`src/rtl/fetch_stage_pkg.sv`:
```
// Shared definitions for the instruction fetch stage: data width, reset
// defaults, FSM state encoding and the PC increment helper.
package fetch_stage_pkg;

    localparam int unsigned XLEN = 32;

    localparam logic [XLEN-1:0] DEFAULT_RESET_PC  = 32'h0000_0000;
    localparam logic [XLEN-1:0] DEFAULT_NOP_INSTR = 32'h0000_0000;

    // StFetch: request outstanding. StHold: acked word parked in the hold buffer.
    typedef enum logic [0:0] {
        StFetch = 1'b0,
        StHold  = 1'b1
    } fetch_state_e;

    // Sequential PC; wraps modulo 2^32 by construction.
    function automatic logic [XLEN-1:0] pc_incr(input logic [XLEN-1:0] pc);
        return pc + 32'd4;
    endfunction

endpackage

```
`src/rtl/fetch_stage_if2id_reg.sv`:
```
// IF/ID pipeline register. Priority: flush > freeze > load > bubble.
// A bubble or flush replaces the instruction with NOP and keeps Next_Address.
module if2id_reg
    import fetch_stage_pkg::*;
#(
    parameter logic [XLEN-1:0] NOP_INSTR = DEFAULT_NOP_INSTR
) (
    input  logic            i_clk,
    input  logic            i_rst,
    input  logic            i_load,
    input  logic            i_freeze,
    input  logic            i_flush,
    input  logic [XLEN-1:0] i_instr,
    input  logic [XLEN-1:0] i_next_addr,
    output logic [XLEN-1:0] o_instr,
    output logic [XLEN-1:0] o_next_addr,
    output logic            o_valid
);

    logic [XLEN-1:0] r_instr;
    logic [XLEN-1:0] r_next_addr;
    logic            r_valid;

    // Pipeline register update with flush/freeze/load priority.
    always_ff @(posedge i_clk or posedge i_rst) begin
        if (i_rst) begin
            r_instr     <= NOP_INSTR;
            r_next_addr <= '0;
            r_valid     <= 1'b0;
        end else if (i_flush) begin
            r_instr <= NOP_INSTR;
            r_valid <= 1'b0;
        end else if (!i_freeze) begin
            if (i_load) begin
                r_instr     <= i_instr;
                r_next_addr <= i_next_addr;
                r_valid     <= 1'b1;
            end else begin
                r_instr <= NOP_INSTR;
                r_valid <= 1'b0;
            end
        end
    end

    assign o_instr     = r_instr;
    assign o_next_addr = r_next_addr;
    assign o_valid     = r_valid;

endmodule

```
`src/rtl/fetch_stage.sv`:
```
// Instruction fetch stage: PC, fetch FSM, one-word hold buffer and the
// IF/ID register. Optional performance counters with FETCH_STAGE_PERF_EN.
module fetch_stage
    import fetch_stage_pkg::*;
#(
    parameter logic [XLEN-1:0] RESET_PC  = DEFAULT_RESET_PC,
    parameter logic [XLEN-1:0] NOP_INSTR = DEFAULT_NOP_INSTR
) (
    input  logic            clk,
    input  logic            rst,
    input  logic            PCWrite,
    input  logic            freeze,
    input  logic            PCSrc,
    input  logic [XLEN-1:0] Branch_Address,
    input  logic            flush,
    output logic            imem_req,
    output logic [XLEN-1:0] imem_addr,
    input  logic            imem_ack,
    input  logic [XLEN-1:0] imem_rdata,
    output logic [XLEN-1:0] Instruction,
    output logic [XLEN-1:0] Next_Address,
`ifdef FETCH_STAGE_PERF_EN
    output logic [31:0]     perf_fetch_cnt,
    output logic [31:0]     perf_stall_cnt,
`endif
    output logic            if_valid
);

    fetch_state_e    r_state;
    logic [XLEN-1:0] r_pc;
    logic [XLEN-1:0] r_buf_instr;
    logic [XLEN-1:0] r_buf_next;
    logic            r_pend;
    logic [XLEN-1:0] r_pend_addr;

    fetch_state_e    w_state_nxt;
    logic [XLEN-1:0] w_pc_nxt;
    logic [XLEN-1:0] w_pc_plus4;
    logic [XLEN-1:0] w_buf_instr_nxt;
    logic [XLEN-1:0] w_buf_next_nxt;
    logic            w_pend_nxt;
    logic [XLEN-1:0] w_pend_addr_nxt;
    logic            w_load;
    logic [XLEN-1:0] w_load_instr;
    logic [XLEN-1:0] w_load_next;

    assign w_pc_plus4 = pc_incr(r_pc);

    // The PC must not move while a request is outstanding, so a redirect seen
    // before the ack is parked in r_pend/r_pend_addr and applied on the ack.
    assign imem_req  = (r_state == StFetch) && !rst;
    assign imem_addr = r_pc;

    // State register, PC, hold buffer and pending redirect.
    always_ff @(posedge clk or posedge rst) begin
        if (rst) begin
            r_state     <= StFetch;
            r_pc        <= RESET_PC;
            r_buf_instr <= '0;
            r_buf_next  <= '0;
            r_pend      <= 1'b0;
            r_pend_addr <= '0;
        end else begin
            r_state     <= w_state_nxt;
            r_pc        <= w_pc_nxt;
            r_buf_instr <= w_buf_instr_nxt;
            r_buf_next  <= w_buf_next_nxt;
            r_pend      <= w_pend_nxt;
            r_pend_addr <= w_pend_addr_nxt;
        end
    end

    // Next-state, PC selection and IF/ID load request.
    always_comb begin
        w_state_nxt     = r_state;
        w_pc_nxt        = r_pc;
        w_buf_instr_nxt = r_buf_instr;
        w_buf_next_nxt  = r_buf_next;
        w_pend_nxt      = r_pend;
        w_pend_addr_nxt = r_pend_addr;
        w_load          = 1'b0;
        w_load_instr    = imem_rdata;
        w_load_next     = w_pc_plus4;

        case (r_state)
            StFetch: begin
                if (imem_ack) begin
                    if (r_pend || PCSrc) begin
                        // Wrong-path word: drop it; a fresh redirect beats the parked one.
                        w_pc_nxt   = PCSrc ? Branch_Address : r_pend_addr;
                        w_pend_nxt = 1'b0;
                    end else if (!freeze && PCWrite) begin
                        w_load   = 1'b1;
                        w_pc_nxt = w_pc_plus4;
                    end else begin
                        w_buf_instr_nxt = imem_rdata;
                        w_buf_next_nxt  = w_pc_plus4;
                        w_state_nxt     = StHold;
                    end
                end else if (PCSrc) begin
                    w_pend_nxt      = 1'b1;
                    w_pend_addr_nxt = Branch_Address;
                end
            end
            StHold: begin
                if (PCSrc) begin
                    w_pc_nxt    = Branch_Address;
                    w_state_nxt = StFetch;
                end else if (!freeze && PCWrite) begin
                    w_load       = 1'b1;
                    w_load_instr = r_buf_instr;
                    w_load_next  = r_buf_next;
                    w_pc_nxt     = w_pc_plus4;
                    w_state_nxt  = StFetch;
                end
            end
            default: begin
                w_state_nxt = StFetch;
            end
        endcase
    end

    if2id_reg #(
        .NOP_INSTR (NOP_INSTR)
    ) u_if2id (
        .i_clk       (clk),
        .i_rst       (rst),
        .i_load      (w_load),
        .i_freeze    (freeze),
        .i_flush     (flush),
        .i_instr     (w_load_instr),
        .i_next_addr (w_load_next),
        .o_instr     (Instruction),
        .o_next_addr (Next_Address),
        .o_valid     (if_valid)
    );

`ifdef FETCH_STAGE_PERF_EN
    logic [31:0] r_perf_fetch;
    logic [31:0] r_perf_stall;
    logic        w_fetch_evt;
    logic        w_stall_evt;

    // A valid word enters IF/ID only when loaded and not flushed.
    assign w_fetch_evt = w_load && !flush;
    assign w_stall_evt = (r_state == StHold) || ((r_state == StFetch) && !imem_ack);

    // Free-running wrap-around event counters.
    always_ff @(posedge clk or posedge rst) begin
        if (rst) begin
            r_perf_fetch <= '0;
            r_perf_stall <= '0;
        end else begin
            if (w_fetch_evt) r_perf_fetch <= r_perf_fetch + 32'd1;
            if (w_stall_evt) r_perf_stall <= r_perf_stall + 32'd1;
        end
    end

    assign perf_fetch_cnt = r_perf_fetch;
    assign perf_stall_cnt = r_perf_stall;
`endif

endmodule

```
`config.mk`:
```
export PLATFORM = sky130hd
export DESIGN_NAME = fetch_stage
export DESIGN_NICKNAME = d
export VERILOG_FILES = /design/src/rtl/fetch_stage_pkg.sv /design/src/rtl/fetch_stage_if2id_reg.sv /design/src/rtl/fetch_stage.sv
export SDC_FILE = /design/constraint.sdc
export NUM_CORES = 1
export LEC_CHECK = 0
export CAP_MARGIN = 10
export CORE_UTILIZATION = 50
export CTS_BUF_LIST = sky130_fd_sc_hd__clkbuf_4
export CTS_CLUSTER_DIAMETER = 50
export DETAILED_ROUTE_END_ITERATION = 16
export HOLD_SLACK_MARGIN = 0.1
export PLACE_DENSITY = 0.79
export SLEW_MARGIN = 20
export SYNTH_ARGS = -nofsm -noshare
export SYNTH_HDL_FRONTEND = slang
export SYNTH_HIERARCHICAL = 1
export SYNTH_SLANG_ARGS = --single-unit
```
`constraint.sdc`:
```
create_clock -name clk -period 5.69 [get_ports clk]
set_clock_uncertainty 0.2 [all_clocks]
set_input_delay 1.138 -clock clk [delete_from_list [all_inputs] [get_ports clk]]
set_output_delay 1.138 -clock clk [all_outputs]
set_load 0.05 [all_outputs]
```
==> key figures <==
Run status
  – Status: finished clean

Die
  – Num rows: 50
  – Placeable Area: between 15000 and 20000 µm²
  – Die Footprint: 20070 µm²
  – Initial core utilization: about half
  – Die width: ~140 µm
  – Die Y: between 100 and 150 µm
  – IO Count: 169

Placed design
  – Gpl congestion: 0.8976
  – Placed cell areas: 11520 µm²
  – Placed cells: 1289
  – DP Wirelength: between 15000 and 20000 µm
  – PortBufs: 168

Critical path
  – CP endpoint kind: flop
  – R2r setup slk: 2210 ps
  – CP cell instances: clkdlybuf4s50_1 > nor2b_1 > nand4_1 > buf_4 > inv_1 > buf_4 > nor3b_4 > buf_4 > mux2_2
  – Top cell by count, worst path: buf_4
  – WP data arrival: 4250 ps
  – CP max stage cell: nor2b_1
  – Cell depth of the worst flop-to-flop path: 8
  – Required time worst endpoint: around 5900 ps
  – Setup CP Type: in -> reg
  – Worst Setup EP: u_if2id/o_next_addr[11]$_DFFE_PP0P_
  – RR Endpoint: u_if2id/o_next_addr[11]$_DFFE_PP0P_
  – Slowest stage delay, CP: 540 ps
  – Worst setup SP type: input pin
  – Worst Setup SP: PCWrite
  – Worst-path fanout max: 34
  – Worst r2r src: r_state$_DFF_PP0_

Global routing
  – Total GRT Usage: 25.02%
  – Vias in the first global route: about 7400
  – First-pass GRT wire length: 39200 µm
  – Initial antenna violation count: 1
  – Largest net degree at the start of global routing: 70
  – GRT overflow: 0

Cells and area
  – Fraction of layout cells with a size suffix above 1: around a fifth
  – Fillers: 1608
  – Design area: between 10000 and 15000 µm²
  – Multi-input gate area: 4488 µm²
  – Non-filler cells, final: 1320
  – FF+latch area: just under 5000 µm²
  – Final net count: 1120
  – Area Overhead vs Synth: 20.83%

STA
  – Post-route clock period utilization: 70.27%
  – Final setup violation count: 0
  – Tmin final: 3998 ps
  – Relative slew slack: 36.29%
  – Fmax: 250.1 MHz
  – Final setup TNS: 0 ps
  – Hold Vio Cnt, Final: 0
  – Slew @ Worst Pin: ~950 ps
  – RSZ-0062 raised after global routing: no
  – Fin. max-slew vios: 0

Clock network
  – TritonCTS Buffers: 17
  – Clock sink count: ~200
  – Setup bufs post-CTS: 0
  – Hold_buf cts: 0
  – Clock buffer depth: 2
  – Reg clk slew, reported paths: 140 ps
  – Worst skew pair latency: 570 ps
  – PostCTS Resize Cnt: 0
  – Clk root buf: clkbuf_4
  – # H-tree levels: 4
  – CTS tree: yes

Drt
  – Pre-antenna DRT Iters: 5
  – Post-DR wirelength/cell: 18.34 µm
  – Drt total wl: ~24000 µm
  – DR vias/cell: between 5 and 6
  – Post-DRT Antenna Nets: 0
  – Initial detailed-routing violation count: 596
  – Vias: 7522
  – DRC violations left: 0

Run
  – Total of max-cap violations: 0

Power
  – Clock power frac: 18.3%
  – Switching share of power: 37.30%
  – Seq pwr share: about 49%
  – Pwr Density: approximately 330 nW/µm²
  – Net Sw Power: 1.472 mW
  – Comb pwr share: 32.4%
  – Peak supply drop: 0.0002577 V
  – Power Internal: 2.474 mW
  – Leak Pwr: 4.863 nW

Logic synthesis
  – Ranking of synthesized cells by area: dfrtp_1 (50%), mux2_2 (15%), a21oi_1 (4.2%)
  – EDFF count, synth: 0
  – Synth Register Bits: 195
  – Asr flop ratio synth: 100.0%
  – Post-Syn Nets: 984
  – Cell taking the most area after synthesis: dfrtp_1
  – Synthesized cell area: 9756 µm²
  – Synth Warn #: 6
  – Yosys top cell area share: between 50% and 60%
  – Post-Synthesis Cells: 912
  – Yosys cell types: between 60 and 70
  – Most used DFF post-synth: dfrtp_1
  – Post-Syn Area per Cell: 10.70 µm²
  – Post-synthesis sequential area ratio: 50.02%

Hold path
  – HP Class: reg -> reg
[how the worst min path moves through the flow]
stage	endpoint	start	cells past startpoint	slack, ps
after floorplan	r_buf_next[10]$_DFFE_PP0P_	r_buf_next[10]$_DFFE_PP0P_	2	250
after global placement	r_buf_next[28]$_DFFE_PP0P_	r_buf_next[28]$_DFFE_PP0P_	2	260
after detailed placement	r_buf_next[31]$_DFFE_PP0P_	r_buf_next[31]$_DFFE_PP0P_	2	270
after CTS	r_buf_next[31]$_DFFE_PP0P_	r_buf_next[31]$_DFFE_PP0P_	2	300
after global routing	r_buf_next[31]$_DFFE_PP0P_	r_buf_next[31]$_DFFE_PP0P_	2	330
final	r_buf_next[31]$_DFFE_PP0P_	r_buf_next[31]$_DFFE_PP0P_	2	300
[layer usage]
metal	part of all wire [%]	wire, µm	track usage (%)	vias to the layer above
met5	0	0	0	-
li1	-	-	-	3519
met3	4.4	1054	2.970	27
met4	1.5	366	6.904	0
met2	49	11890	41.43	224
met1	45	10900	34.81	3752
[cells in the mapped netlist (3+ instances only)]
| master | n |
|---|---|
| a21o_1 | 3 |
| a21oi_1 | 82 |
| a221oi_1 | 4 |
| a222oi_1 | 3 |
| a22oi_1 | 10 |
| a31oi_1 | 8 |
| and3_1 | 11 |
| and4_1 | 6 |
| buf_1 | 3 |
| buf_2 | 23 |
| buf_4 | 4 |
| buf_6 | 5 |
| clkbuf_1 | 25 |
| clkbuf_8 | 5 |
| dfrtp_1 | 195 |
| inv_1 | 7 |
| mux2_2 | 132 |
| nand2_1 | 109 |
| nand3_1 | 20 |
| nand3b_1 | 32 |
| nand4_1 | 14 |
| nor2_1 | 47 |
| nor2b_1 | 4 |
| nor3_1 | 16 |
| nor4_1 | 4 |
| o211ai_1 | 4 |
| o21ai_0 | 46 |
| o21ba_2 | 5 |
| o22ai_1 | 5 |
| o311ai_0 | 5 |
| or2_2 | 3 |
| xnor2_1 | 17 |
| xor2_1 | 19 |
[worst max-delay path: cells and delay by family]
family | cells | cell delay [ps]
buffers and inverters | 5 | 1710
AND/OR/NAND/NOR | 3 | 950
multiplexers | 1 | 390
[cell usage in the layout (no fill, tap or decap), types with 18 or more instances in the layout]
| cell | synthesis | routed |
|---|---|---|
| a21oi_1 | 82 | 82 |
| nand3_1 | 20 | 18 |
| clkdlybuf4s50_1 | 0 | 167 |
| nor2_1 | 47 | 46 |
| o21ai_0 | 46 | 46 |
| mux2_2 | 132 | 132 |
| clkbuf_4 | 0 | 20 |
| nand2_1 | 109 | 109 |
| xor2_1 | 19 | 19 |
| nand3b_1 | 32 | 32 |
| dfrtp_1 | 195 | 195 |
[sequential cells by signal (all words and copies together), names as in the netlist]
register / cells
imem_addr: 32
r_buf_next: 32
u_if2id/o_instr: 32
u_if2id/o_valid: 1
r_buf_instr: 32
r_state: 1
r_pend_addr: 32
r_pend: 1
u_if2id/o_next_addr: 32
[cell type report]
class,instances,area share [%]
antenna,2,0.04246
clock buffer,20,1.274
clock inverter,9,0.9341
inverter,8,0.2760
multi-input combinational,642,38.07
sequential,195,41.40
tap,260,2.760
timing repair buffer,184,15.24
[kinds of logic (layout without fill, tap and decap cells)]
kind of cell	after synthesis	in the layout	share of synthesized area [%]
AOI/OAI and AO/OA	186	186	11.35
xor gates and xnor gates	36	36	3.232
DFF	195	195	50.02
adders and majority gates	1	1	0.1282
other	0	2	0
muxes	135	135	15.57
and+or+nand+nor	284	284	15.44
buffers and inverters	75	221	4.258
[through the flow]
step	hold slack (ps)	util [%]	setup WS, ps	power (mW)
6_report	298.8	62.39	1692	3.946
2_1_floorplan	250.5	-	882.7	2.788
3_3_place_gp	263.0	60.99	1250	3.209
3_5_place_dp	270.6	60.99	1171	3.250
5_1_grt	330.4	62.39	1605	4.134
4_1_cts	301.6	62.36	1759	3.966
[power by group through the flow]
stage	sequential, mW	combinational [mW]	clock, mW
final	1.95	1.28	0.722
after global routing	1.99	1.36	0.786
after CTS	1.94	1.29	0.740
after detailed placement	1.97	1.28	0
after global placement	1.95	1.25	0
after floorplan	2.26	0.527	0
Power figures use the tool's default switching activity.
